File: src/rtl/uart_tx_sched.sv
// uart_tx_sched: round-robin scheduler sharing one UART Tx core among NUM_REQ
// byte sources, with per-source lock, tx_done watchdog and inter-frame gap.
// Ports:
//   clk, rst_n          clock, async active-low reset
//   req/req_lock        per-source request and hold-ownership lock
//   req_data            packed bytes, source i at [i*DATA_W +: DATA_W]
//   gnt                 one-cycle accept pulse, one-hot
//   tx_data/tx_start    byte and start pulse to the Tx core
//   tx_busy/tx_done     Tx core status
//   owner/active        current owner index, frame-in-progress flag
//   tmo_err             one-cycle pulse on watchdog abort
module uart_tx_sched #(
  parameter int NUM_REQ = 4,
  parameter int DATA_W  = 8,
  parameter int GAP_CYC = 16,
  parameter int TMO_CYC = 20000
) (
  input  logic                        clk,
  input  logic                        rst_n,
  input  logic [NUM_REQ-1:0]          req,
  input  logic [NUM_REQ-1:0]          req_lock,
  input  logic [NUM_REQ*DATA_W-1:0]   req_data,
  output logic [NUM_REQ-1:0]          gnt,
  output logic [DATA_W-1:0]           tx_data,
  output logic                        tx_start,
  input  logic                        tx_busy,
  input  logic                        tx_done,
  output logic [$clog2(NUM_REQ)-1:0]  owner,
  output logic                        active,
  output logic                        tmo_err
);

  localparam int OW = $clog2(NUM_REQ);
  localparam int TW = $clog2(TMO_CYC + 1);
  localparam int GW = (GAP_CYC > 1) ? $clog2(GAP_CYC) : 1;

  typedef enum logic [1:0] {
    S_IDLE,
    S_LAUNCH,
    S_WAIT,
    S_GAP
  } state_t;

  state_t              r_state;
  logic [OW-1:0]       r_ptr;
  logic [OW-1:0]       r_owner;
  logic                r_lock;
  logic [TW-1:0]       r_wdog;
  logic [GW-1:0]       r_gcnt;
  logic [NUM_REQ-1:0]  r_gnt;
  logic [DATA_W-1:0]   r_data;
  logic                r_start;
  logic                r_active;
  logic                r_tmo;

  logic [OW-1:0]       w_cand;
  logic [OW-1:0]       w_rr_win;
  logic [OW-1:0]       w_win;
  logic                w_lock_hit;
  logic [DATA_W-1:0]   w_data;
  logic                w_expire;

  // Scan downward so the candidate nearest ptr+1 is written last and wins.
  always_comb begin
    w_cand   = '0;
    w_rr_win = '0;
    for (int i = NUM_REQ; i >= 1; i--) begin
      w_cand = OW'((int'(r_ptr) + i) % NUM_REQ);
      if (req[w_cand]) begin
        w_rr_win = w_cand;
      end
    end
  end

  assign w_lock_hit = r_lock && req[r_owner];
  assign w_win      = w_lock_hit ? r_owner : w_rr_win;
  assign w_expire   = (r_wdog == TW'(TMO_CYC - 1));

  always_comb begin
    w_data = '0;
    for (int i = 0; i < NUM_REQ; i++) begin
      if (w_win == OW'(i)) begin
        w_data = req_data[i*DATA_W +: DATA_W];
      end
    end
  end

  always_ff @(posedge clk or negedge rst_n) begin
    if (!rst_n) begin
      r_state  <= S_IDLE;
      r_ptr    <= OW'(NUM_REQ - 1);
      r_owner  <= '0;
      r_lock   <= 1'b0;
      r_wdog   <= '0;
      r_gcnt   <= '0;
      r_gnt    <= '0;
      r_data   <= '0;
      r_start  <= 1'b0;
      r_active <= 1'b0;
      r_tmo    <= 1'b0;
    end else begin
      r_start <= 1'b0;
      r_gnt   <= '0;
      r_tmo   <= 1'b0;
      unique case (r_state)
        S_IDLE: begin
          if (r_lock && !req[r_owner]) begin
            r_lock <= 1'b0;
          end
          if (|req && !tx_busy) begin
            r_owner  <= w_win;
            r_data   <= w_data;
            if (!w_lock_hit) begin
              r_ptr <= w_win;
            end
            r_start  <= 1'b1;
            r_gnt    <= NUM_REQ'(1) << w_win;
            r_active <= 1'b1;
            r_state  <= S_LAUNCH;
          end
        end
        S_LAUNCH: begin
          r_lock  <= req_lock[r_owner];
          // Counts cycles since tx_start; the start cycle has elapsed.
          r_wdog  <= TW'(1);
          r_state <= S_WAIT;
        end
        S_WAIT: begin
          if (tx_done || w_expire) begin
            // A done landing on the expiry cycle still counts as success.
            if (!tx_done) begin
              r_tmo  <= 1'b1;
              r_lock <= 1'b0;
            end
            if (GAP_CYC == 0) begin
              r_active <= 1'b0;
              r_state  <= S_IDLE;
            end else begin
              r_gcnt  <= '0;
              r_state <= S_GAP;
            end
          end else begin
            r_wdog <= r_wdog + 1'b1;
          end
        end
        S_GAP: begin
          if (r_gcnt == GW'(GAP_CYC - 1)) begin
            r_active <= 1'b0;
            r_state  <= S_IDLE;
          end else begin
            r_gcnt <= r_gcnt + 1'b1;
          end
        end
      endcase
    end
  end

  assign gnt      = r_gnt;
  assign tx_data  = r_data;
  assign tx_start = r_start;
  assign owner    = r_owner;
  assign active   = r_active;
  assign tmo_err  = r_tmo;

endmodule

File: config.mk
export PLATFORM = sky130hd
export DESIGN_NAME = uart_tx_sched
export DESIGN_NICKNAME = d
export VERILOG_FILES = /design/src/rtl/uart_tx_sched.sv
export SDC_FILE = /design/constraint.sdc
export NUM_CORES = 1
export LEC_CHECK = 0
export CORE_ASPECT_RATIO = 0.8
export CORE_MARGIN = 2
export CORE_UTILIZATION = 45
export DETAILED_ROUTE_END_ITERATION = 8
export HOLD_SLACK_MARGIN = 0.06
export PLACE_DENSITY = 0.8
export SLEW_MARGIN = 15
export SYNTH_ARGS = -nofsm -noshare
export SYNTH_HDL_FRONTEND = slang
export SYNTH_SLANG_ARGS = --single-unit
File: constraint.sdc
create_clock -name clk -period 2.8 [get_ports clk]
set_input_delay 0.56 -clock clk [delete_from_list [all_inputs] [get_ports clk]]
set_output_delay 0.56 -clock clk [all_outputs]
set_load 0.1 [all_outputs]
=== Word level (Yosys, flattened, before mapping) ===
Index checks and enable logic that the tools add are counted.

* Flip-flop bits (word level): 41
* Bits of input ports: 44
* Output and inout port bits: 17
* Logic and storage cells: 103

* Add/sub/neg operators: 6
* Order comparisons: 5
* Equality and inequality tests: 15
* Shifts and indexed selects: 1
* Multiplexer cells: 44
* Bitwise operators: 1
* Reductions and logical operators: 20

{| class="wikitable"
|+ Operators by type and width
! kind !! count
|-
| 2-to-1 mux 8 bit || 4
|-
| one-hot mux 15 bit (2 select lines) || 1
|-
| 2-to-1 mux 1 bit || 16
|-
| 2-to-1 mux 2 bit || 8
|-
| 2-to-1 mux 4 bit || 4
|-
| adder 15 x 1 -> 15 bit, second input constant || 1
|-
| equality test 15 bit, second input constant || 1
|-
| less-than comparator 2 x 3 -> 1 bit, second input constant || 5
|-
| 2-to-1 mux 15 bit || 1
|-
| != test 2 bit, second input constant || 7
|-
| binary-select mux 1 bit (select 2 bit) || 6
|-
| AND reduction 3 bit || 4
|-
| equality test 2 bit, second input constant || 4
|-
| one-hot mux 2 bit (4 select lines) || 1
|-
| one-hot mux 4 bit (2 select lines) || 1
|-
| nonzero test 2 bit || 3
|-
| adder 2 x 1 -> 2 bit, second input constant || 2
|-
| adder 2 bit, second input constant || 2
|-
| adder 4 x 1 -> 4 bit, second input constant || 1
|-
| equality test 2 x 1 -> 1 bit, second input constant || 2
|-
| equality test 4 bit, second input constant || 1
|-
| logical NOT 2 bit || 2
|-
| AND reduction 2 bit || 2
|-
| AND reduction 4 bit || 1
|-
| 9 further kinds || 12
|}

=== Logic depth before layout (Yosys ltp) ===
Gate-level depths: netlist of the first run.

* Depth in word-level cells: 13
* Gate-level depth with buffers: 9
* Mapped depth without buffers: 7

=== Least setup slack after synthesis of the first run ===
No wires, ideal clock.

* Path kind: register -> register
* From: register r_owner[1], in the netlist owner[1]
* To: register r_gnt[0], in the netlist gnt[0]
* Setup time: 120 ps
* Data arrival time: 2461 ps
* Required time: 2680 ps
* Setup slack: 219 ps
* Cell stages (with the launch flop): 8
* Buffers on the path: 2
* Clock period less this slack: 2581 ps
* Path through: dfrtp_1 buf_2 mux2i_1 o22ai_1 nor4_4 a211o_1 buf_2 and3b_1

* Word-level cells in the longest chain between the ends: 7

{| class="wikitable"
|+ RTL lines
! element !! RTL line !! text
|-
| start, declared || 46 || <nowiki>logic [OW-1:0] r_owner;</nowiki>
|-
| start signal, assigned || 111 || <nowiki>r_owner <= w_win;</nowiki>
|-
| binary-select mux 1 bit (select 2 bit) || 75 || <nowiki>assign w_lock_hit = r_lock && req[r_owner];</nowiki>
|-
| 2-to-1 mux 1 bit (not written as such) || 75 ||
|-
| logical AND 1 bit || 75 ||
|-
| 2-to-1 mux 2 bit (*) || 76 || <nowiki>assign w_win = w_lock_hit ? r_owner : w_rr_win;</nowiki>
|-
| << shifter 1 x 2 -> 4 bit (*) || 117 || <nowiki>r_gnt <= NUM_REQ'(1) << w_win;</nowiki>
|-
| 2-to-1 mux 4 bit (*) || 110 || <nowiki>if (|req && !tx_busy) begin</nowiki>
|-
| 2-to-1 mux 4 bit (*) || 105 || <nowiki>unique case (r_state)</nowiki>
|-
| end signal, assigned || 117 ||
|-
| end, declared || 50 || <nowiki>logic [NUM_REQ-1:0] r_gnt;</nowiki>
|}

Mark *: on every way between the ends. The rest lies on a longest branch, timed or not. The select of a mux whose other input is x is not followed.
A chain may end at the register's enable or synchronous reset.

=== Worst setup path in the final report of the first run ===
* From: input req[2]
* To: register r_data[6], in the netlist tx_data[6]

* Word-level cells in the longest chain between the ends: 12
* Elaborated cells between the ends (all ways): 27
* Those cells by class: eq/ne: 3; mux: 19; reduce/logical: 5

{| class="wikitable"
|+ RTL lines
! element !! RTL line !! text
|-
| start, declared || 20 || <nowiki>input logic [NUM_REQ-1:0] req,</nowiki>
|-
| binary-select mux 1 bit (select 2 bit) || 69 || <nowiki>if (req[w_cand]) begin</nowiki>
|-
| 2-to-1 mux 1 bit (not written as such) || 69 ||
|-
| 2-to-1 mux 2 bit (4 in a row) || 69 ||
|-
| 2-to-1 mux 2 bit || 76 ||
|-
| logical NOT 2 bit || 82 || <nowiki>if (w_win == OW'(i)) begin</nowiki>
|-
| 2-to-1 mux 8 bit (4 in a row) || 82 ||
|-
| end signal, assigned || 112 || <nowiki>r_data <= w_data;</nowiki>
|-
| end, declared || 51 || <nowiki>logic [DATA_W-1:0] r_data;</nowiki>
|}

Parallel ways exist; a longest one is shown, timed or not. The select of a mux whose other input is x is not followed.

==> results of run 1 <==
power groups by stage:
stage	clock network [mW]	logic (mW)	registers (mW)
after floorplan	0	0.827	1.51
final	0.384	1.89	0.919
after CTS	0.390	1.89	0.919
after global routing	0.422	2.04	0.942
after detailed placement	0	1.88	0.929
after global placement	0	1.84	0.915
cells by family after synthesis:
group,Yosys count
adder cells (fa/ha/maj),6
XOR/XNOR,5
AND/OR/NAND/NOR,103
multiplexers,20
buffers and inverters,35
AO/OA/AOI/OAI,81
flip-flops,41
how the worst min path moves through the flow:
stage	depth (start not counted)	startpoint	slack (ps)	endpoint
floorplan	0	rst_n	260	active
detailed placement	1	r_wdog[6]	490	r_wdog[6]
CTS	1	rst_n	430	tx_data[0]
global route	1	rst_n	450	r_gcnt[3]
global placement	1	r_wdog[6]	480	r_wdog[6]
finish	1	rst_n	390	r_wdog[2]
critical path, delay by kind of cell:
family / cells / cell delay [ps]
buffers and inverters: 2 / 1020
AOI/OAI and AO/OA: 2 / 320
and+or+nand+nor: 2 / 460
muxes: 1 / 170
sequential cells by signal, indices dropped and copies added (netlist names):
name and cells:
r_ptr 2, active 1, r_lock 1, r_state 2
tx_data 8, tx_start 1, r_gcnt 4, r_wdog 15
tmo_err 1, owner 2, gnt 4
placed cells by master (no fill, tap or decap), types with 2 or more instances in the layout:
cell type,count
a211oi_1,8
a21o_1,2
a21oi_1,11
a31oi_1,17
and2_1,9
and4_1,2
and4_2,2
buf_4,29
clkbuf_8,5
clkdlybuf4s50_1,42
clkinv_2,2
dfrtp_1,39
dfstp_2,2
ha_1,6
inv_1,23
mux2_2,2
mux2i_1,17
nand2_1,29
nand2b_1,6
nand3_1,8
nand4b_1,2
nor2_1,17
nor2b_1,5
nor3_1,5
nor4_1,3
nor4_4,2
nor4b_1,2
o21ai_0,18
o221ai_1,8
xnor2_1,5
final cells by class:
| type | instances | area [µm²] | share of cell area [%] |
|---|---|---|---|
| Multi-Input combinational cell | 215 | 1470 | 43.0 |
| Sequential cell | 41 | 1030 | 30.2 |
| Timing Repair Buffer | 72 | 643 | 18.9 |
| Tap cell | 78 | 97.6 | 2.86 |
| Inverter | 23 | 86.3 | 2.53 |
| Clock buffer | 5 | 68.8 | 2.02 |
| Clock inverter | 3 | 17.5 | 0.514 |
metrics by stage:
stage	setup slack, ps	power [mW]	instances
detailed placement	134	2.81	429
global route	235	3.40	437
global placement	208	2.76	429
floorplan	219	2.33	291
CTS	442	3.20	437
finish	410	3.19	437
metal layers:
metal,vias up,global-route usage (%),routed length (µm)
li1,1209,-,-
met1,1175,30.1,3050
met2,80,34.3,3280
met3,13,4.10,317
met4,0,5.47,89
met5,-,0,0
==> results_dict.tcl, run 1 <==
set metrics [dict create \
    finalCriticalPeriod_ps 2390 \
    rsz0062_at_grt "false" \
    synth_compound_area_share_pct 20.7 \
    num_rows 24 \
    nets 408 \
    synthSimpleGateAreaFrac_pct 22.1 \
    rr_worst_depth 5 \
    cp_slowest_stage_delay_ps 540 \
    die_area_mm2 0.00650 \
    cts_tree "yes" \
    syn_nets 341 \
    routed_wl_mm 6.74 \
    start_util_pct 47.5 \
    critPathLaunchType "primary input" \
    synth_cell_types 61 \
    power_frac_comb_pct 59.2 \
    grt_pass1_wl_mm 10.9 \
    antenna_cells 0 \
    yosysMostFrequentCell "dfrtp_1" \
    yosys.area.top_type "dfrtp_1" \
    swShare_pct 51.8 \
    total_leakage_power_nw 1.48 \
    dr.pass1.iters 4 \
    viasPerCell 5.67 \
    grt_pass1_vias 2293 \
    ys_ff_latch 41 \
    ant_nets 0 \
    pin_count 61 \
    clock_path_buffers 2 \
    crit_path_start "req[2]" \
    synthTopCellsByArea "dfrtp_1 (37%), mux2i_1 (6.4%), nand2_1 (4.1%)" \
    r2r_start "r_wdog[7]" \
    worstHoldPathType "in -> async" \
    cts_resized 0 \
    p_clk_share_pct 12.0 \
    worstSkewPairLatency_ps 300 \
    drt_iter0_drc 173 \
    status "complete, no violations" \
    r2r_slack_ps 500 \
    die_y_um 72.5 \
    fin_tns_setup_ps 0 \
    synth.top_cell.area_share_pct 36.9 \
    final_layout_size_suffix_gt1_share_pct 15.0 \
    grt_usage_pct 21.5 \
    arrival_ps 2550 \
    htree_levels 2 \
    crit_type "in -> reg" \
    ir_worst_vdd_mv 0.720 \
    cp-end-kind "flop" \
    core_mm2 0.00556 \
    synth_mux_area_share_pct 8.15 \
    min_period_over_period_pct 85.3 \
    path_cells "clkdlybuf4s50_1 > nor4_1 > or3b_1 > inv_1 > mux2i_1 > a31oi_1 > o221ai_1" \
    p_per_area_mw_per_mm2 937 \
    placed_area_mm2 0.00332 \
    worstPathRequired_ps 2960 \
    slew_headroom_pct 40.4 \
    synthAdderAreaFrac_pct 2.84 \
    p_int_mw 1.54 \
    grt_overflow 0 \
    yosysWarnings 0 \
    yosys-top-cells-count "dfrtp_1 (39), nand2_1 (29), inv_1 (23)" \
    cts-root-buf "clkbuf_8" \
    syn_inst 291 \
    p_switching_mw 1.65 \
    vias 2477 \
    maxCapViolCount 0 \
    synth_ff_type "dfrtp_1" \
    syn_area_mm2 0.00264 \
    skew_ps 9.31 \
    gp_congestion 0.835 \
    dp_hpwl_mm 5.10 \
    port_buffers 60 \
    die_x_um 89.7 \
    fin_area_mm2 0.00341 \
    wl_per_cell_um 15.4 \
    fin_hold_ws_ps 390 \
    setup_viol 0 \
    route.detailed.drc 0 \
    async_flop_share_pct 100 \
    grt_max_degree 42 \
    synth_xor_area_share_pct 1.66 \
    numClockSinks 41 \
    fin_util_pct 61.3 \
    fmax_mhz 418 \
    rr_endpoint "r_gcnt[0]" \
    nFillCells 492 \
    cts_buffers 5 \
    clk_pin_slew_worst_paths_ps 80 \
    pwr-share-seq_pct 28.8 \
    antenna_found_initial 0 \
    syn2layout_area_growth_pct 29.0 \
    synth_top_family_by_area "simple AND/OR/NAND/NOR gates" \
    syn_area_per_cell_um2 9.08 \
    drv_slew 0 \
    worst_slew_pin_slew_ps 894 \
    finalHoldViolations 0 \
    synth-seq-area-share_pct 38.9 \
    crit_end "tx_data[6]" \
    slowest_stage "clkdlybuf4s50_1" \
    ctsHoldBuffers 0 \
    post_cts_buffers 0 \
    synth_edf_count 0 \
    critical_path.max_fanout 18 \
]
(Power assumes the default switching activity.)
==> run 2: changes to the inputs <==
--- a/config.mk
+++ b/config.mk
@@ -8,7 +8,9 @@
 export CORE_ASPECT_RATIO = 0.8
 export CORE_MARGIN = 2
 export CORE_UTILIZATION = 45
+export CTS_CLUSTER_SIZE = 28
 export DETAILED_ROUTE_END_ITERATION = 8
+export GPL_TIMING_DRIVEN = 0
 export HOLD_SLACK_MARGIN = 0.06
 export PLACE_DENSITY = 0.8
 export SLEW_MARGIN = 15
==> run 2 against run 1 <==
- clock power rose by 32%
- via count rose by 0.24%
- clock skew rose by 1.3 ps
- hold slack got worse by 260 ps
- cell count rose by 0.23%
- non-clock buffer count rose by 1
- critical path type unchanged
- sequential power fell by 4.7%
- routed wire length rose by 3.2%
- total power rose by 4.7%
- flip-flop and latch count did not move
==> results_dict.tcl, run 2 (synthesis gave the netlist of run 1 again) <==
set metrics [dict create \
    p_per_area_mw_per_mm2 959 \
    setup_viol 0 \
    post_cts_buffers 0 \
    port_buffers 60 \
    mostFrequentLayoutCell "clkdlybuf4s50_1" \
    viasPerCell 5.67 \
    maxCapViolCount 0 \
    cts_tree "yes" \
    grt_overflow 0 \
    worstHoldPathType "in -> async" \
    status "complete, no violations" \
    grt_pass1_vias 2374 \
    min_period_over_period_pct 93.5 \
    htree_levels 2 \
    critPathLaunchType "primary input" \
    cp-end-kind "flop" \
    arrival_ps 2770 \
    crit_type "in -> reg" \
    die_x_um 89.7 \
    routed_wl_mm 6.96 \
    ant_nets 0 \
    ir_worst_vdd_mv 0.734 \
    setup_ws_ps 182 \
    wl_per_cell_um 15.9 \
    vias 2483 \
    cts_buffers 5 \
    skew_ps 10.7 \
    slew_headroom_pct 32.2 \
    worstPathRequired_ps 2960 \
    start_util_pct 47.5 \
    die_area_mm2 0.00650 \
    antenna_cells 0 \
    dp_hpwl_mm 5.17 \
    finalHoldViolations 0 \
    largest_register_ffs 15 \
    nets 409 \
    total_leakage_power_nw 1.46 \
    cts-root-buf "clkbuf_8" \
    route.detailed.drc 0 \
    gp_congestion 0.836 \
    fin_hold_ws_ps 131 \
    grt_pass1_wl_mm 11.1 \
    finalCriticalPeriod_ps 2620 \
    clk_pin_slew_worst_paths_ps 80 \
    worstSkewPairLatency_ps 310 \
    antenna_found_initial 0 \
    num_rows 24 \
    syn2layout_area_growth_pct 32.0 \
    regMostFlops "r_wdog" \
    grt_max_degree 31 \
    dr.pass1.iters 4 \
    post-place-ws_ps -103 \
    core_mm2 0.00556 \
    grt_usage_pct 22.3 \
    pin_count 61 \
    numClockSinks 41 \
    drt_iter0_drc 142 \
    fin_tns_setup_ps 0 \
    critical_path.max_fanout 10 \
    drv_slew 0 \
    layout_common_cells "clkdlybuf4s50_1 (59), dfrtp_1 (39), nand2_1 (29)" \
    final_layout_size_suffix_gt1_share_pct 8.89 \
    die_y_um 72.5 \
    clock_path_buffers 2 \
    worst_slew_pin_slew_ps 1010 \
    rsz0062_at_grt "false" \
    fmax_mhz 382 \
]
run 2: cell count changes in the layout (fill, tap and decap cells not counted), moves of 2 or more:
cell	delta
buf_2	+3
buf_4	-28
clkbuf_1	+6
clkdlybuf4s50_1	+17
clkinv_2	-2
run 2: worst max-delay path: stages:
cell             delay, ps
clkdlybuf4s50_1        530
mux2i_1                300
o22ai_1                250
nor4_4                 540
a211o_1                190
buf_2                  230
o221ai_1               180
run 2: power breakdown:
| group | switching, mW | internal [mW] | leakage [nW] |
|---|---|---|---|
| Combinational | 1.33 | 0.631 | 0.869 |
| Sequential | 0.115 | 0.761 | 0.532 |
| Clock | 0.217 | 0.291 | 0.0585 |
| Total | 1.66 | 1.68 | 1.46 |
run 2: metrics by stage:
step | util, % | instance area, µm² | instances | total power [mW]
after floorplan | - | 2640 | 291 | 2.33
after global placement | 60.1 | 3340 | 429 | 2.78
after detailed placement | 60.4 | 3350 | 430 | 2.83
after CTS | 62.5 | 3470 | 438 | 3.34
after global routing | 62.7 | 3490 | 438 | 3.53
final | 62.7 | 3490 | 438 | 3.34
run 2: worst paths after layout:
kind	cells past startpoint	slack [ps]	startpoint	to
max reg2reg	7	410	owner[1]	tx_data[5]
min in group clk	1	500	r_wdog[6]	r_wdog[6]
min reg2reg	1	500	r_wdog[6]	r_wdog[6]
max	7	180	req[0]	tx_data[5]
min	1	130	rst_n	r_gcnt[3]
max in group asynchronous	2	2220	rst_n	gnt[3]
run 2: metal layers:
metal	up-vias	GRT usage [%]	share of wire (%)
met5	-	0	0
met4	0	9.12	2.6
met3	16	5.01	5.4
met2	64	34.2	47
met1	1200	30.3	45
li1	1203	-	-
run 2: layout make-up:
| class | instances | area, µm² |
|---|---|---|
| Buffer | 12 | 61.3 |
| Clock buffer | 7 | 86.3 |
| Clock inverter | 1 | 30.0 |
| Fill cell | 481 | 2070 |
| Inverter | 23 | 86.3 |
| Multi-Input combinational cell | 215 | 1480 |
| Sequential cell | 41 | 1030 |
| Tap cell | 78 | 97.6 |
| Timing Repair Buffer | 61 | 616 |
run 2: repair_timing:
item | CTS | global route
hold buffers | 0 | 0
setup endpoints to repair | 0 | 3
gates resized for setup | 0 | 2
==> run 3: changes to the inputs <==
--- a/config.mk
+++ b/config.mk
@@ -13,7 +13,7 @@
 export GPL_TIMING_DRIVEN = 0
 export HOLD_SLACK_MARGIN = 0.06
 export PLACE_DENSITY = 0.8
-export SLEW_MARGIN = 15
+export SLEW_MARGIN = 10
 export SYNTH_ARGS = -nofsm -noshare
 export SYNTH_HDL_FRONTEND = slang
 export SYNTH_SLANG_ARGS = --single-unit
==> results of run 3 <==
Same layout as run 2: the final DEF is identical, and so are final timing and power.
